$ cat src/rtl/dmem_write_buffer.sv
// dmem_write_buffer: posted store FIFO between core store port and dmem, with load forwarding.
module dmem_write_buffer #(
    parameter int DEPTH = 4,
    parameter int AW    = 32,
    parameter int DW    = 32
) (
    input  logic          clk,
    input  logic          reset_n,
    input  logic          cpu_we,
    input  logic [AW-1:0] cpu_addr,
    input  logic [DW-1:0] cpu_wdata,
    output logic          cpu_stall,
    input  logic [AW-1:0] cpu_raddr,
    output logic          fwd_hit,
    output logic [DW-1:0] fwd_data,
    output logic          mem_we,
    output logic [AW-1:0] mem_addr,
    output logic [DW-1:0] mem_wdata,
    input  logic          mem_ack,
    output logic          empty,
    output logic          full
);
    localparam int PW = $clog2(DEPTH);
    logic [AW-1:0] addr_q [DEPTH];
    logic [DW-1:0] data_q [DEPTH];
    logic [PW-1:0] wr_ptr, rd_ptr;
    logic [PW:0]   count;
    logic          enq, deq;
    assign empty     = count == '0;
    assign full      = count == (PW+1)'(DEPTH);
    assign enq       = cpu_we && !full;
    assign cpu_stall = cpu_we && full;
    assign mem_we    = !empty;
    assign deq       = mem_we && mem_ack;
    assign mem_addr  = addr_q[rd_ptr];
    assign mem_wdata = data_q[rd_ptr];
    always_ff @(posedge clk)
        if (enq) begin
            addr_q[wr_ptr] <= cpu_addr;
            data_q[wr_ptr] <= cpu_wdata;
        end
    always_ff @(posedge clk or negedge reset_n)
        if (!reset_n) begin
            wr_ptr <= '0;
            rd_ptr <= '0;
            count  <= '0;
        end else begin
            wr_ptr <= wr_ptr + PW'(enq);
            rd_ptr <= rd_ptr + PW'(deq);
            count  <= count + (PW+1)'(enq) - (PW+1)'(deq);
        end
    // Walk oldest to youngest so the last valid match is the youngest store.
    always_comb begin
        fwd_hit  = 1'b0;
        fwd_data = '0;
        for (int k = 0; k < DEPTH; k++)
            if ((PW+1)'(k) < count && addr_q[rd_ptr + PW'(k)][AW-1:2] == cpu_raddr[AW-1:2]) begin
                fwd_hit  = 1'b1;
                fwd_data = data_q[rd_ptr + PW'(k)];
            end
    end
endmodule
$ cat config.mk
export PLATFORM = sky130hd
export DESIGN_NAME = dmem_write_buffer
export DESIGN_NICKNAME = d
export VERILOG_FILES = /design/src/rtl/dmem_write_buffer.sv
export SDC_FILE = /design/constraint.sdc
export NUM_CORES = 1
export LEC_CHECK = 0
export ABC_AREA = 1
export CAP_MARGIN = 20
export CORE_MARGIN = 2
export CORE_UTILIZATION = 43
export CTS_CLUSTER_DIAMETER = 200
export DETAILED_ROUTE_END_ITERATION = 8
export PLACE_DENSITY = 0.75
export REMOVE_ABC_BUFFERS = 1
export SKIP_CTS_REPAIR_TIMING = 1
export SLEW_MARGIN = 20
export SYNTH_ARGS = -nofsm -noshare
export SYNTH_HDL_FRONTEND = slang
export SYNTH_SLANG_ARGS = --single-unit
$ cat constraint.sdc
create_clock -name clk -period 10.6 [get_ports clk]
set_input_delay 2.12 -clock clk [delete_from_list [all_inputs] [get_ports clk]]
set_output_delay 2.12 -clock clk [all_outputs]
set_load 0.1 [all_outputs]
; ---- Yosys cells after proc, flatten, opt, wreduce, memory -nomap -nowiden
; Memories as Yosys holds them, arrays and structs flattened.
; Cells that the tools add are included.
; W data, S select, Z words.
[op_classes]
addsub = 7
magnitude_cmp = 4
n_eq_ne = 5
muxes = 10
reduce_logical = 10
[op_table]
columns = op, n
row1 = $mux W32, 4
row2 = $eq A30 B30 Y1, 4
row3 = $logic_and A1 B1 Y1, 7
row4 = $lt A1 B3 Y1 const A, 2
row5 = $lt A2 B3 Y1 const A, 2
row6 = $mux W1, 6
row7 = $add A2 B1 Y2, 2
row8 = $add A2 B2 Y2 const B, 2
row9 = $add A3 B1 Y3, 1
row10 = $eq A3 B3 Y1 const B, 1
row11 = $logic_not A3 Y1, 1
row12 = $sub A3 B1 Y3, 1
row13 = $add A2 B1 Y2 const B, 1
row14 = $logic_not A1 Y1, 2
[totals]
regBits = 7
mem_bits_rw = 256
input_bits = 100
output_inout_bits = 101
n_memories = 2
[memory_table]
columns = name, words, word_bits, read_ports, rd_ports_with_merged_regs, write_ports, line
row1 = addr_q, 4, 32, 4, 0, 1, 24  ; logic [AW-1:0] addr_q [DEPTH];
row2 = data_q, 4, 32, 4, 0, 1, 25  ; logic [DW-1:0] data_q [DEPTH];

; ---- Longest topological paths before layout
; An unclocked memory read counts as a cell.
[depth]
depth_word = 7
mapped_depth = 20

; ---- Worst setup path after synthesis
; No wires, ideal clock.
[synth_timing]
path_type = input to register
from = input cpu_we
to = memory addr_q[0][0], enable pin
setup_ps = 565
arrival_time_ps = 6748
required_time_ps = 10035
slack_ps = 3287
cell_stages = 4
path_buffers = 0
path_cell_list = inv_1 nor2_1 inv_1 nor3_1
[synth_between]
elab_chain_cells = 3
[synth_lines]
columns = element, line
row1 = from (decl), 9  ; input logic cpu_we,
row2 = $logic_and A1 B1 Y1, 31  ; assign enq = cpu_we && !full;
row3 = $mux W1, 38  ; if (enq) begin
row4 = $mux W1 (implied by the code), 39  ; addr_q[wr_ptr] <= cpu_addr;
row5 = to (decl), 24
; No other way between the ends.

; ---- Worst setup path in the final report
[layout_timing]
from = register rd_ptr[0]
to = output fwd_hit
[layout_between]
elab_chain_cells = 7
[layout_lines]
columns = element, line
row1 = from (decl), 26  ; logic [PW-1:0] wr_ptr, rd_ptr;
row2 = from (signal assigned), 49  ; rd_ptr <= rd_ptr + PW'(deq);
row3 = $add A2 B1 Y2 / $mem_v2 Z4 W32 (equally long branches), -
row4 = $mem_v2 Z4 W32 (*), -
row5 = $eq A30 B30 Y1 / $logic_and A1 B1 Y1 (equally long branches), 57  ; if ((PW+1)'(k) < count && addr_q[rd_ptr + PW'(k)][AW-1:2] == cpu_raddr[AW-1:2]) begin
row6 = $logic_and A1 B1 Y1 / $mux W1 (equally long branches), 57
row7 = $mux W1 (2 in a row), 57
row8 = $mux W1 (*), 57
row9 = to (decl), 14  ; output logic fwd_hit,
; Mark *: on every way between the ends. The rest lies on a longest branch, timed or not.

==> out/metrics.yaml <==
floorplan:
  coreArea_um2: 40900
  die-area_um2: 43200
  io_pins: 201
  die_w_um: 208
  die_height_um: 208
  std_cell_rows: 74
  start_util_pct: 43.7
outcome:
  outcome: "complete, no violations"
timing:
  worst_pin_slew_ps: 1120
  hold_viol: 0
  post-route-min-period_ps: 8550
  fin_setup_tns_ps: 0
  clock.fmax_mhz: 117
  period_share_pct: 80.6
  rsz0062_at_grt: "false"
  slew_viol_final: 0
  skew_ps: 16.0
  setup-violations-final: 0
  timing.slew.headroom_pct: 25.2
worst_hold_path:
  hold_end: "wr_ptr[1]$_DFF_PN0_"
  worstHoldStart: "wr_ptr[1]$_DFF_PN0_"
  hold_class: "flop to flop"
  whs_path_depth: 1
cells_and_area:
  stdcell_count: 3221
  drive_gt1_share_pct: 4.36
  final_core_util_pct: 51.6
  nets: 2764
  design_area_um2: 21100
  syn_to_final_growth_pct: 18.1
worst_setup_path:
  cp.required_ps: 8480
  cp_top_family: "simple AND/OR/NAND/NOR gates"
  slowest_delay_ps: 1140
  start_kind: "flop"
  r2r-end: "addr_q[1][3]$_DFFE_PP_"
  cp_max_fo: 103
  r2r-start: "count[2]$_DFF_PN0_"
  crit_arrival_ps: 6430
  cpMaxStageDelayCell: "clkdlybuf4s50_1"
  critical_path_buf_inv_count: 4
  cp-end-kind: "output pin"
  worstSetupPathType: "flop to output pin"
  crit_path_frequent_cell: "nand2_1"
  r2r_cells: 6
  crit_chain: "clkinv_2 > buf_4 > nand2_1 > nand2_4 > nand2_1 > nand3_1 > nand2_1 > nor2_1 > nand2_1 > nor2_1 > nand2_1 > nor2_4 > nor2_2 > buf_4 > nand2_1 > clkdlybuf4s50_1"
  rrSetupSlack_ps: 7620
clocking:
  cts_buffers: 31
  clock_path_buffers: 3
  path_clk_slew_ps: 60
  htree_levels: 1
  cts.sinks: 263
  cts_root_buf: "clkbuf_16"
  cts_tree: "yes"
  clk_latency_ps: 600
place:
  io_buffers: 198
  dp.cells: 3156
  placed_cell_area_um2: 20000
  place_congestion: 0.913
  dp_hpwl_um: 37200
synth:
  ys_ff_latch: 263
  ys_top_cells_by_area: "edfxtp_1 (43%), nand2_1 (24%), nand3_1 (9.6%)"
  synth-edff-count: 256
  synth_area_um2: 17900
  ys.flop_type: "edfxtp_1"
  ys_seq_area_share_pct: 44.0
  avgSynthCellArea_um2: 7.06
  synthArstFlopShare_pct: 2.66
  ys_top_cells_by_count: "nand2_1 (1148), nand3_1 (343), edfxtp_1 (256)"
  synth_top_area_cell: "edfxtp_1"
  ys_warn_count: 0
  synth_most_common_cell: "nand2_1"
  synth_top_area_share_pct: 43.0
  netlist_instances: 2534
  yosysUniqueCellTypes: 29
route:
  drt_pass1_iterations: 6
  via_per_inst: 5.48
  via_count: 17600
  drtAntennaViolNets: 0
  drc: 0
  drt-total-wl_um: 56000
  drtIter0Drc: 1775
  detail_route.wl_per_cell_um: 17.4
global_route:
  grt_pass1_vias: 16700
  grt_usage_pct: 25.4
  grt_pass1_wl_um: 87400
  grt_max_degree: 115
  antenna_found_initial: 8
  overflow: 0
job:
  cap_violations: 0
==> kinds of logic (layout without fill, tap and decap cells) <==
group,after synthesis,after routing,synth area share (%)
compound gates,234,234,6.70
flops,263,263,44.0
fa+ha+maj,7,7,0.532
simple gates,1625,1625,37.0
buf+inv,336,484,7.99
xor+xnor,7,7,0.343
mux,62,62,3.47
other cells,0,7,0
==> per-stage QoR <==
step	worst slack [ps]	hold slack, ps
after global placement	2590	542
after global routing	1710	582
final	2050	570
after detailed placement	2560	553
after CTS	2020	567
after floorplan	-4150	483
==> worst max-delay path by stage <==
stage	start	end	slack, ps	cells after the start
2_1_floorplan	rd_ptr[0]$_DFF_PN0_	fwd_data[0]	-4150	16
3_3_place_gp	cpu_raddr[2]	fwd_data[30]	2590	14
3_5_place_dp	cpu_raddr[2]	fwd_data[30]	2560	14
4_1_cts	rd_ptr[0]$_DFF_PN0_	fwd_data[30]	2020	17
5_1_grt	rd_ptr[0]$_DFF_PN0_	fwd_hit	1710	16
6_report	rd_ptr[0]$_DFF_PN0_	fwd_hit	2050	16
==> registers in the layout, summed over array words and instances, names as in the netlist <==
signal and cells:
count 3, rd_ptr 2, data_q 128, wr_ptr 2, addr_q 128
==> layout by cell type, fill, tap and decap left out, drive strengths merged <==
| master | instances |
|---|---|
| nand2 | 1152 |
| nand3 | 343 |
| edfxtp | 256 |
| o21ai | 220 |
| inv | 206 |
| clkdlybuf4s50 | 167 |
| nor2 | 102 |
| mux2i | 62 |
| buf | 53 |
| clkbuf | 34 |
| nand4 | 19 |
| clkinv | 15 |
| o211ai | 9 |
| diode | 7 |
| xor2 | 7 |
| bufinv | 7 |
| dfrtp | 7 |
| ha | 6 |
| nor3 | 6 |
| a21oi | 3 |
| a22oi | 2 |
| clkinvlp | 2 |
| or2 | 2 |
| nor4 | 1 |
| fa | 1 |
==> final cells by class <==
class / instances / area (um^2)
Sequential cell: 263 / 7870
Fill cell: 3839 / 19800
Timing Repair Buffer: 220 / 2080
Antenna cell: 7 / 17.5
Clock inverter: 24 / 303
Clock buffer: 34 / 787
Inverter: 206 / 777
Tap cell: 532 / 666
Multi-Input combinational cell: 1935 / 8620
==> metal layers <==
| layer | up-vias | GRT usage, % | wire length [um] |
|---|---|---|---|
| met3 | 159 | 5.58 | 5400 |
| met4 | 4 | 11.3 | 2310 |
| li1 | 8551 | - | - |
| met2 | 816 | 43.3 | 26500 |
| met5 | - | 0 | 30 |
| met1 | 8105 | 30.8 | 21800 |
Power is left out: the tool's default activity adds up to more than one toggle a clock period on the data nets, which glitch-free logic cannot reach.
